[config.mk]
export PLATFORM = sky130hd
export DESIGN_NAME = if_fetch_flat
export DESIGN_NICKNAME = d
export VERILOG_FILES = /design/src/rtl/if_fetch_if.sv /design/src/rtl/if_fetch.sv /design/src/flat_wrapper.sv
export SDC_FILE = /design/constraint.sdc
export NUM_CORES = 1
export LEC_CHECK = 0
export BUFFER_PORTS_ARGS = -buffer_cell sky130_fd_sc_hd__buf_4
export CAP_MARGIN = 20
export CORE_MARGIN = 2
export CORE_UTILIZATION = 34
export DETAILED_ROUTE_END_ITERATION = 6
export SETUP_SLACK_MARGIN = 0.02
export SLEW_MARGIN = 20
export SYNTH_ARGS = -nofsm -noshare
export SYNTH_HDL_FRONTEND = slang
export SYNTH_SLANG_ARGS = --single-unit
[constraint.sdc]
create_clock -name clk -period 11.2 [get_ports clk]
set_clock_uncertainty 0.2 [all_clocks]
set_input_delay 1.12 -clock clk [delete_from_list [all_inputs] [get_ports clk]]
set_output_delay 1.12 -clock clk [all_outputs]
set_load 0.05 [all_outputs]
[src/rtl/if_fetch_if.sv]
// if_fetch_if: fetch-stage bundle, ROM port plus IF/ID handshake and redirect inputs.
interface if_fetch_if;
  logic        stall_i;
  logic        flush_i;
  logic [31:0] new_pc_i;
  logic        branch_flag_i;
  logic [31:0] branch_target_i;
  logic [31:0] rom_addr_o;
  logic        rom_ce_o;
  logic [31:0] rom_data_i;
  logic        if_valid_o;
  logic        id_ready_i;
  logic [31:0] if_pc_o;
  logic [31:0] if_inst_o;
  logic        if_exc_o;
  modport master (
    input  stall_i, flush_i, new_pc_i, branch_flag_i, branch_target_i, rom_data_i, id_ready_i,
    output rom_addr_o, rom_ce_o, if_valid_o, if_pc_o, if_inst_o, if_exc_o
  );
  modport slave (
    output stall_i, flush_i, new_pc_i, branch_flag_i, branch_target_i, rom_data_i, id_ready_i,
    input  rom_addr_o, rom_ce_o, if_valid_o, if_pc_o, if_inst_o, if_exc_o
  );
endinterface

[src/rtl/if_fetch.sv]
// if_fetch: PC sequencer with 2-entry fetch buffer; IF_MISALIGN_CHK_EN enables misaligned-PC exception.
module if_fetch #(
  parameter logic [31:0] RESET_PC = 32'h0000_0000
) (
  input logic      clk,
  input logic      rst,
  if_fetch_if.master bus
);
  typedef enum logic [1:0] {WAIT, FETCH, HALT} state_t;
  state_t           state;
  logic [31:0]      pc;
  logic [1:0]       count;
  logic             ce;
  logic [1:0][31:0] e_pc, e_inst, n_pc, n_inst;
  logic [1:0]       n_count;
  logic             pop, fire, redirect, misal, idx, valid;
  logic [31:0]      target;
  assign valid    = count != 2'd0;
  assign pop      = valid & bus.id_ready_i;
  assign redirect = bus.flush_i | (bus.branch_flag_i & state != HALT);
  assign target   = bus.flush_i ? bus.new_pc_i : bus.branch_target_i;
  assign fire     = state == FETCH & !bus.stall_i & !bus.flush_i & !bus.branch_flag_i & (count != 2'd2 | pop);
  // tail slot after this cycle's pop; only meaningful when fire is high
  assign idx      = count[1] | (count[0] & !pop);
  assign n_count  = count - {1'b0, pop} + {1'b0, fire};
`ifdef IF_MISALIGN_CHK_EN
  logic [1:0] e_exc, n_exc;
  assign misal = |pc[1:0];
  always_comb begin
    n_exc = e_exc;
    if (pop) n_exc[0] = e_exc[1];
    if (fire) n_exc[idx] = misal;
  end
  always_ff @(posedge clk)
    if (!rst && !redirect) e_exc <= n_exc;
  assign bus.if_exc_o = valid & e_exc[0];
`else
  assign misal = 1'b0;
  assign bus.if_exc_o = 1'b0;
`endif
  always_comb begin
    n_pc   = e_pc;
    n_inst = e_inst;
    if (pop) begin
      n_pc[0]   = e_pc[1];
      n_inst[0] = e_inst[1];
    end
    if (fire) begin
      n_pc[idx]   = pc;
      n_inst[idx] = misal ? 32'h0 : bus.rom_data_i;
    end
  end
  always_ff @(posedge clk) begin
    if (rst) begin
      state <= WAIT;
      pc    <= RESET_PC;
      ce    <= 1'b0;
      count <= 2'd0;
    end else if (redirect) begin
      state <= FETCH;
      ce    <= 1'b1;
      pc    <= target;
      count <= 2'd0;
    end else begin
      e_pc   <= n_pc;
      e_inst <= n_inst;
      count  <= n_count;
      if (state == WAIT) begin
        state <= FETCH;
        ce    <= 1'b1;
      end else if (fire && misal) begin
        state <= HALT;
        ce    <= 1'b0;
      end else if (fire) pc <= pc + 32'd4;
    end
  end
  assign bus.rom_addr_o = pc;
  assign bus.rom_ce_o   = ce;
  assign bus.if_valid_o = valid;
  assign bus.if_pc_o    = valid ? e_pc[0] : 32'h0;
  assign bus.if_inst_o  = valid ? e_inst[0] : 32'h0;
endmodule

[src/flat_wrapper.sv]
// flat-port wrapper written by rule: the top's interface ports become plain ports
module if_fetch_flat 
#(
  parameter logic [31:0] RESET_PC = 32'h0000_0000
)
  (clk, rst, bus_stall_i, bus_flush_i, bus_new_pc_i, bus_branch_flag_i, bus_branch_target_i, bus_rom_data_i, bus_id_ready_i, bus_rom_addr_o, bus_rom_ce_o, bus_if_valid_o, bus_if_pc_o, bus_if_inst_o, bus_if_exc_o);
  if_fetch_if bus_i ();
  input logic clk;
  input logic rst;
  input wire logic [$bits(bus_i.stall_i)-1:0] bus_stall_i;
  input wire logic [$bits(bus_i.flush_i)-1:0] bus_flush_i;
  input wire logic [$bits(bus_i.new_pc_i)-1:0] bus_new_pc_i;
  input wire logic [$bits(bus_i.branch_flag_i)-1:0] bus_branch_flag_i;
  input wire logic [$bits(bus_i.branch_target_i)-1:0] bus_branch_target_i;
  input wire logic [$bits(bus_i.rom_data_i)-1:0] bus_rom_data_i;
  input wire logic [$bits(bus_i.id_ready_i)-1:0] bus_id_ready_i;
  output wire logic [$bits(bus_i.rom_addr_o)-1:0] bus_rom_addr_o;
  output wire logic [$bits(bus_i.rom_ce_o)-1:0] bus_rom_ce_o;
  output wire logic [$bits(bus_i.if_valid_o)-1:0] bus_if_valid_o;
  output wire logic [$bits(bus_i.if_pc_o)-1:0] bus_if_pc_o;
  output wire logic [$bits(bus_i.if_inst_o)-1:0] bus_if_inst_o;
  output wire logic [$bits(bus_i.if_exc_o)-1:0] bus_if_exc_o;
  assign bus_i.stall_i = bus_stall_i;
  assign bus_i.flush_i = bus_flush_i;
  assign bus_i.new_pc_i = bus_new_pc_i;
  assign bus_i.branch_flag_i = bus_branch_flag_i;
  assign bus_i.branch_target_i = bus_branch_target_i;
  assign bus_i.rom_data_i = bus_rom_data_i;
  assign bus_i.id_ready_i = bus_id_ready_i;
  assign bus_rom_addr_o = bus_i.rom_addr_o;
  assign bus_rom_ce_o = bus_i.rom_ce_o;
  assign bus_if_valid_o = bus_i.if_valid_o;
  assign bus_if_pc_o = bus_i.if_pc_o;
  assign bus_if_inst_o = bus_i.if_inst_o;
  assign bus_if_exc_o = bus_i.if_exc_o;
  if_fetch #(.RESET_PC(RESET_PC)) u_core (.clk(clk), .rst(rst), .bus(bus_i));
endmodule
# After elaboration in Yosys (flattened, before gate mapping)

Cells that the tools add are included.

Bits in registers: 164
Input bits: 102
Output and inout port bits: 99
Word-level logic and storage cells: 57

Add/sub/neg operators: 3
$lt $le $gt $ge: 2
Equality and inequality tests: 2
Mux-type cells: 18
Bitwise gates (word level): 11
Reductions and logical operators: 13

Operators with widths:

| cell                    | count |
|---|---|
| $mux W32                | 11 |
| $bwmux W64              | 2 |
| $add A32 B3 Y32 const B | 1 |
| $demux W32 S1           | 1 |
| $and A1 B1 Y1           | 6 |
| $reduce_bool A2 Y1      | 3 |
| $logic_not A1 Y1        | 4 |
| $mux W1                 | 4 |
| $reduce_and A2 Y1       | 2 |
| $or A1 B1 Y1            | 3 |
| $reduce_and A3 Y1       | 1 |
| $add A2 B1 Y2           | 1 |
| $logic_not A2 Y1        | 1 |
| $lt A1 B2 Y1 const B    | 1 |
| $ne A2 B1 Y1 const B    | 1 |
| $ne A2 B2 Y1 const B    | 1 |
| $not A1 Y1              | 2 |
| $reduce_or A2 Y1        | 1 |
| $sub A2 B1 Y2           | 1 |
| $ge A1 B1 Y1 const B    | 1 |
| $logic_and A1 B1 Y1     | 1 |

# Longest topological paths before layout

Gate-level depths: netlist (run 1).

Depth in word-level cells: 11
Gate-level depth with buffers: 11
Depth with buffers taken out: 7

# Least setup slack after synthesis (run 1)

OpenSTA, ideal clock, no wires.

Kind: input-to-reg
Start point: in bus_id_ready_i
End point: reg u_core.e_inst[32] (netlist name) (enable)
Library setup time: 0.564 ns
Arrival: 6.494 ns
Data required time: 10.436 ns
Path slack: 3.942 ns
Cell stages on the path: 6
Path buffers: 2
Cell sequence: nand2_1 > buf_2 > buf_1 > ha_1 > nor2_1 > nor3_1

Word-level cells in the longest chain between the ends: 4

Ends and longest elaborated chain:

| element                            | line               | text |
|---|---|---|
| start: declaration                 | flat_wrapper.sv:16 | `input wire logic [$bits(bus_i.id_ready_i)-1:0] bus_id_ready_i;` |
| $and A1 B1 Y1                      | if_fetch.sv:19     | `assign pop = valid & bus.id_ready_i;` |
| $or A1 B1 Y1                       | if_fetch.sv:22     | `assign fire = state == FETCH & !bus.stall_i & !bus.flush_i & !bus.branch_flag_i & (count != 2'd2 \| pop);` |
| $and A1 B1 Y1                      | if_fetch.sv:22     |  |
| $reduce_and A3 Y1 (no source line) | --                 |  |
| end signal: assignment             | if_fetch.sv:66     | `e_inst <= n_inst;` |
| end: declaration                   | if_fetch.sv:14     | `logic [1:0][31:0] e_pc, e_inst, n_pc, n_inst;` |

Every way passes these cells.
A chain may end at the register's enable or synchronous reset.

# Worst setup path in the final report (run 1)

Start point: reg u_core.count[1]
End point: out bus_if_pc_o[11]

Word-level cells in the longest chain between the ends: 2

Ends and longest elaborated chain:

| element                  | line               | text |
|---|---|---|
| start: declaration       | if_fetch.sv:12     | `logic [1:0] count;` |
| start signal: assignment | if_fetch.sv:67     | `count <= n_count;` |
| $reduce_bool A2 Y1       | if_fetch.sv:18     | `assign valid = count != 2'd0;` |
| $mux W32                 | if_fetch.sv:80     | `assign bus.if_pc_o = valid ? e_pc[0] : 32'h0;` |
| end: declaration         | flat_wrapper.sv:20 | `output wire logic [$bits(bus_i.if_pc_o)-1:0] bus_if_pc_o;` |

Every way passes these cells.

==> results.json, run 1 <==
{
  "outcome": "completed",
  "drv_slew": 0,
  "min_period_ns": 3.36,
  "cap_violations": 0,
  "antenna_left": 0,
  "initial_core_util_pct": 34.9,
  "rr_worst_depth": 6,
  "cp.required_ns": 9.88,
  "num-nets-final": 1008,
  "dr_total_vias": 6182,
  "die_height_um": 157,
  "clk_pin_slew_ns": 0.07,
  "layout_commonest_cell": "buf_4",
  "min_from": "u_core.bus.rom_addr_o[31]$_SDFFE_PP0P_",
  "clock.fmax_mhz": 298,
  "layout-drive-gt1-share_pct": 27.2,
  "fin_crit_sh_pct": 30.0,
  "crit_fanout": 65,
  "cts_tree": "yes",
  "fillers": 2170,
  "grtUsageTotal_pct": 17.6,
  "gp_congestion": 0.786,
  "ys_ff_latch": 163,
  "pin_count": 201,
  "cts-htree-levels": 4,
  "wirelength_um": 21900,
  "num_rows": 55,
  "worst_hold_path_type": "flop to flop",
  "rrSetupSlack_ns": 8.38,
  "async_flop_share_pct": 0,
  "clock_latency_ns": 0.43,
  "synth_enable_flop_cells": 128,
  "syn_nets": 838,
  "power.total_mw": 1.48,
  "port_buffers": 199,
  "tightest_slew_ns": 0.952,
  "power_density_nw_per_um2": 144,
  "grt_first_pass_wirelength_um": 33100,
  "core_area_um2": 22800,
  "areaGrowthSynthToFinish_pct": 29.7,
  "diodes": 0,
  "synth_ff_type": "edfxtp_1",
  "ir_worst_vdd_v": 0.0000865,
  "whs_path_depth": 0,
  "overflow": 0,
  "rsz0062_at_grt": "no",
  "path_class": "flop to output pin",
  "die_area_um2": 24600,
  "syn_area_per_cell_um2": 10.8,
  "drt_first_pass_iters": 7,
  "cts_sinks": 163,
  "antenna_found_initial": 0,
  "finalHoldViolations": 0,
  "total_leakage_power_nw": 4.26,
  "slew_headroom_pct": 36.5,
  "drt_iter0_markers": 444,
  "synth_seq_area_share_pct": 57.2,
  "drc": 0,
  "routedWlPerCell_um": 17.8,
  "holdPathEnd": "u_core.e_pc[63]$_DFFE_PP_",
  "finalSetupTns_ns": 0,
  "cts_hold_buf": 0,
  "grt_pass1_vias": 5935,
  "place_hpwl_um": 14500,
  "yosysWarnings": 0,
  "grt_start_max_net_pins": 129,
  "r2r-end": "u_core.e_pc[54]$_DFFE_PP_",
  "setup_viol": 0,
  "critPathArrivalTime_ns": 2.04,
  "postSynthCellCount": 733,
  "syn-cell-area_um2": 7950,
  "cts_root_buffer": "clkbuf_16",
  "ctsResizeCount": 0,
  "final_cell_mix": "204 x buf_4, 128 x edfxtp_1, 83 x nand2_1",
  "die_width_um": 157,
  "startpoint_type": "flop",
  "r2r_start": "u_core.count[1]$_SDFF_PN0_",
  "cts_max_path_buffers": 2,
  "numCtsBuffers": 17,
  "yosysUniqueCellTypes": 52,
  "worst_setup_path_end_kind": "output pin",
  "post_cts_buffers": 0,
  "whs_ns": 0.350,
  "vias_per_cell": 5.03
}
registers in the layout, summed over array words and instances, names as in the netlist:
register,cells
u_core.e_inst,64
u_core.count,2
u_core.e_pc,64
u_core.bus.rom_ce_o,1
u_core.bus.rom_addr_o,32
cells in the mapped netlist, types with 3 or more instances:
cell type,instances,share of area (%)
ha_1,3,0.47
nor2_1,26,1.2
nand3_1,16,1.0
inv_1,13,0.61
and2_1,66,5.2
a211oi_1,8,0.76
nand4_1,10,0.79
buf_1,7,0.33
or3_1,4,0.31
nor3b_1,3,0.28
nand2_1,84,4.0
buf_2,3,0.19
nand2b_1,3,0.24
mux2i_1,70,8.8
o21ai_0,80,5.0
and4_1,6,0.66
a22oi_1,7,0.66
a21oi_1,25,1.6
clkbuf_1,40,1.9
o22ai_1,11,0.87
xnor2_1,11,1.2
nor4_1,8,0.63
dfxtp_1,35,8.8
edfxtp_1,128,48
a31oi_1,4,0.31
o31a_1,4,0.44
or2_2,3,0.24
nor2b_1,9,0.71
nor3_1,13,0.82
xor2_1,4,0.44
per-layer routing:
metal,track usage (%),up-vias,wire length [um]
li1,-,3017,-
met1,24.7,2859,10100
met2,26.9,275,9890
met3,4.10,31,1600
met4,5.72,0,348
met5,0,-,0
layout make-up:
| type | instances | area [um2] | area share [%] |
|---|---|---|---|
| clock buffer | 19 | 443 | 4.30 |
| clock inverter | 13 | 183 | 1.77 |
| inverter | 13 | 48.8 | 0.473 |
| multi-input combinational | 503 | 3150 | 30.6 |
| sequential | 163 | 4540 | 44.1 |
| tap | 313 | 392 | 3.80 |
| timing repair buffer | 205 | 1540 | 15.0 |
where the power goes:
group | switching [mW] | internal, mW | leakage [nW]
Sequential | 0.0242 | 0.670 | 1.47
Combinational | 0.102 | 0.0648 | 2.49
Clock | 0.244 | 0.379 | 0.297
logic make-up (layout without fill, tap and decap cells):
logic type      Yosys count  in the layout  synth area share [%]
simple gates            260            260                  17.1
flops                   163            163                  57.2
xor+xnor                 15             15                  1.65
other cells               1              1                0.0472
fa+ha+maj                 3              3                 0.472
buf+inv                  67            250                  3.40
compound gates          154            154                  11.3
mux                      70             70                  8.82
critical path, cell delays in order, from the launching register on:
cell and delay, ns:
dfxtp_1 0.44, or2_2 0.19, buf_4 0.51, and2_1 0.26, buf_4 0.21
worst max path at each step:
stage | end | start
6_report | bus_if_pc_o[11] | u_core.count[1]$_SDFF_PN0_
5_1_grt | u_core.e_pc[28]$_DFFE_PP_ | bus_flush_i
4_1_cts | u_core.e_pc[24]$_DFFE_PP_ | bus_flush_i
3_5_place_dp | u_core.e_pc[24]$_DFFE_PP_ | bus_flush_i
3_3_place_gp | u_core.e_inst[14]$_DFFE_PP_ | bus_flush_i
2_1_floorplan | u_core.e_inst[32]$_DFFE_PP_ | bus_id_ready_i
metrics by stage:
| step | std cells | setup slack (ns) | util (%) | cell area [um2] |
|---|---|---|---|---|
| finish | 1229 | 7.84 | 45.3 | 10300 |
| CTS | 1229 | 7.70 | 45.2 | 10300 |
| global route | 1229 | 7.67 | 45.3 | 10300 |
| floorplan | 733 | 3.94 | - | 7950 |
| detailed placement | 1197 | 7.24 | 42.5 | 9680 |
| global placement | 1197 | 7.34 | 42.5 | 9670 |
(Power assumes the default switching activity.)
==> inputs of run 2 (changes only) <==
clock period = 3.25 ns   (was 11.2 ns; I/O delays follow)
==> run 2 against run 1 <==
Effect of this change:
- global-route usage up 0.88 points
- utilization up 2.5 points
- final cell count up 4.6%
- total power rose to 3.4 times the previous value
- die area unchanged
- non-clock buffer count up 57
- sequential power rose to 3.4 times the previous value
- critical path type is now flop to flop
- largest power group unchanged
==> results.json, run 2 (same netlist as run 1, synthesis figures left out) <==
{
  "slew_headroom_pct": 40.1,
  "grt_pass1_vias": 6258,
  "p_seq_share_pct": 47.0,
  "regArea_um2": 4550,
  "die_width_um": 157,
  "place_hpwl_um": 15100,
  "cts_root_buffer": "clkbuf_16",
  "cts_max_path_buffers": 2,
  "core_area_um2": 22800,
  "pin_count": 201,
  "netSwitchingPower_mw": 1.34,
  "routedWlPerCell_um": 17.8,
  "place_inst": 1207,
  "clk_pin_slew_ns": 0.07,
  "crit_fanout": 7,
  "path_class": "flop to flop",
  "drc": 0,
  "critPathArrivalTime_ns": 2.87,
  "clock_latency_ns": 0.43,
  "place_ws_ns": 0.558,
  "critPathSlowestCell": "or4_4",
  "met3_usage_pct": 3.32,
  "crit_top_cell": "or3_1",
  "gr-usage-met1_pct": 25.0,
  "dr_total_vias": 6416,
  "antenna_found_initial": 0,
  "clockPowerShare_pct": 40.4,
  "swShare_pct": 26.4,
  "final_cell_mix": "212 x buf_4, 128 x edfxtp_1, 83 x nand2_1",
  "min_period_ns": 2.74,
  "die_area_um2": 24600,
  "grtUsageTotal_pct": 18.5,
  "layout-drive-gt1-share_pct": 27.1,
  "fin_crit_sh_pct": 84.2,
  "path_cells": "ha_1 -> nand3_1 -> or4_4 -> or3_1 -> or3_1 -> a311oi_1",
  "drt_first_pass_iters": 5,
  "setup_viol": 0,
  "vias_per_cell": 4.99,
  "total_leakage_power_nw": 4.51,
  "finalSetupTns_ns": 0,
  "cts_sinks": 163,
  "ir_worst_vdd_v": 0.000334,
  "cp.required_ns": 3.39,
  "drt_iter0_markers": 404,
  "grt_start_max_net_pins": 73,
  "finalHoldViolations": 0,
  "worst_setup_path_end_kind": "flop",
  "fin_ws_ns": 0.513,
  "num_rows": 55,
  "areaGrowthSynthToFinish_pct": 36.9,
  "grt_first_pass_wirelength_um": 34900,
  "antenna_left": 0,
  "tightest_slew_ns": 0.896,
  "diodes": 0,
  "post_cts_buffers": 0,
  "internal_power_mw": 3.74,
  "cts_tree": "yes",
  "multi_input_area_um2": 3170,
  "p_comb_share_pct": 12.6,
  "numCtsBuffers": 17,
  "cts-htree-levels": 4,
  "initial_core_util_pct": 34.9,
  "fillers": 2103,
  "power_density_nw_per_um2": 467,
  "outcome": "completed",
  "clock.fmax_mhz": 365,
  "max_stage_delay_ns": 0.52,
  "port_buffers": 199,
  "wirelength_um": 22900,
  "grt-busiest-layer": "met2",
  "num-nets-final": 1065,
  "layout_commonest_cell": "buf_4",
  "worst_hold_path_type": "input port to flop",
  "final_cells": 1286,
  "cap_violations": 0,
  "grt_use_met2_pct": 30.5,
  "die_height_um": 157,
  "overflow": 0,
  "drv_slew": 0,
  "rsz0062_at_grt": "no",
  "gp_congestion": 0.801,
  "startpoint_type": "flop"
}
## run 2: cell count changes in the layout (fill, tap and decap cells not counted), moves of 3 or more
cell	change
buf_4	+8
inv_6	+5
buf_12	+3
dfxtp_1	-3
dfxtp_2	+3
dlygate4sd3_1	+47
## run 2: through the flow
step | util [%] | hold slack (ns) | power [mW] | instance area, um2
after global placement | 43.1 | 0.303 | 3.02 | 9810
after CTS | 47.8 | 0.0102 | 5.12 | 10900
after detailed placement | 43.1 | 0.301 | 3.02 | 9810
final | 47.8 | 0.0161 | 5.08 | 10900
after floorplan | - | 0.224 | 2.76 | 8000
after global routing | 47.8 | 0.0172 | 5.26 | 10900
## run 2: per-layer routing
| layer | up-vias | share of wire, % |
|---|---|---|
| met5 | - | 0 |
| met4 | 0 | 1.6 |
| met3 | 30 | 5.9 |
| met2 | 233 | 47 |
| met1 | 3026 | 46 |
| li1 | 3127 | - |
## run 2: power by group through the flow
stage | Sequential, mW | Combinational, mW | Clock (mW)
2_1_floorplan | 2.51 | 0.249 | 0
3_3_place_gp | 2.43 | 0.588 | 0
3_5_place_dp | 2.43 | 0.593 | 0
4_1_cts | 2.39 | 0.641 | 2.09
5_1_grt | 2.39 | 0.686 | 2.18
6_report | 2.39 | 0.639 | 2.05
## run 2: area by class of cell
type | instances | share of cell area, %
Clock buffer | 18 | 3.94
Clock inverter | 14 | 1.55
Inverter | 13 | 0.448
Multi-Input combinational cell | 503 | 29.2
Sequential cell | 163 | 41.8
Tap cell | 313 | 3.60
Timing Repair Buffer | 262 | 19.5
## run 2: timing repair
item	in CTS	in global routing
resized for setup	0	0
endpoints found under the hold margin	74	0
hold buffers	47	0
## run 2: critical path, delay by kind of cell, from the launching register on
family,cells,cell delay (ns)
and+or+nand+nor,4,1.39
DFF,1,0.50
AOI/OAI and AO/OA,1,0.26
adders and majority gates,1,0.29
## run 2: worst paths after layout
check	to	startpoint	depth (start not counted)	slack [ns]
worst min-delay path	u_core.bus.rom_addr_o[10]$_SDFFE_PP0P_	bus_new_pc_i[10]	3	0.02
worst max register to register	u_core.bus.rom_addr_o[22]$_SDFFE_PP0P_	u_core.bus.rom_addr_o[2]$_SDFFE_PP0P_	6	0.51
worst max-delay path	u_core.bus.rom_addr_o[22]$_SDFFE_PP0P_	u_core.bus.rom_addr_o[2]$_SDFFE_PP0P_	6	0.51
worst min register to register	u_core.e_pc[33]$_DFFE_PP_	u_core.bus.rom_addr_o[1]$_SDFFE_PP0P_	0	0.31
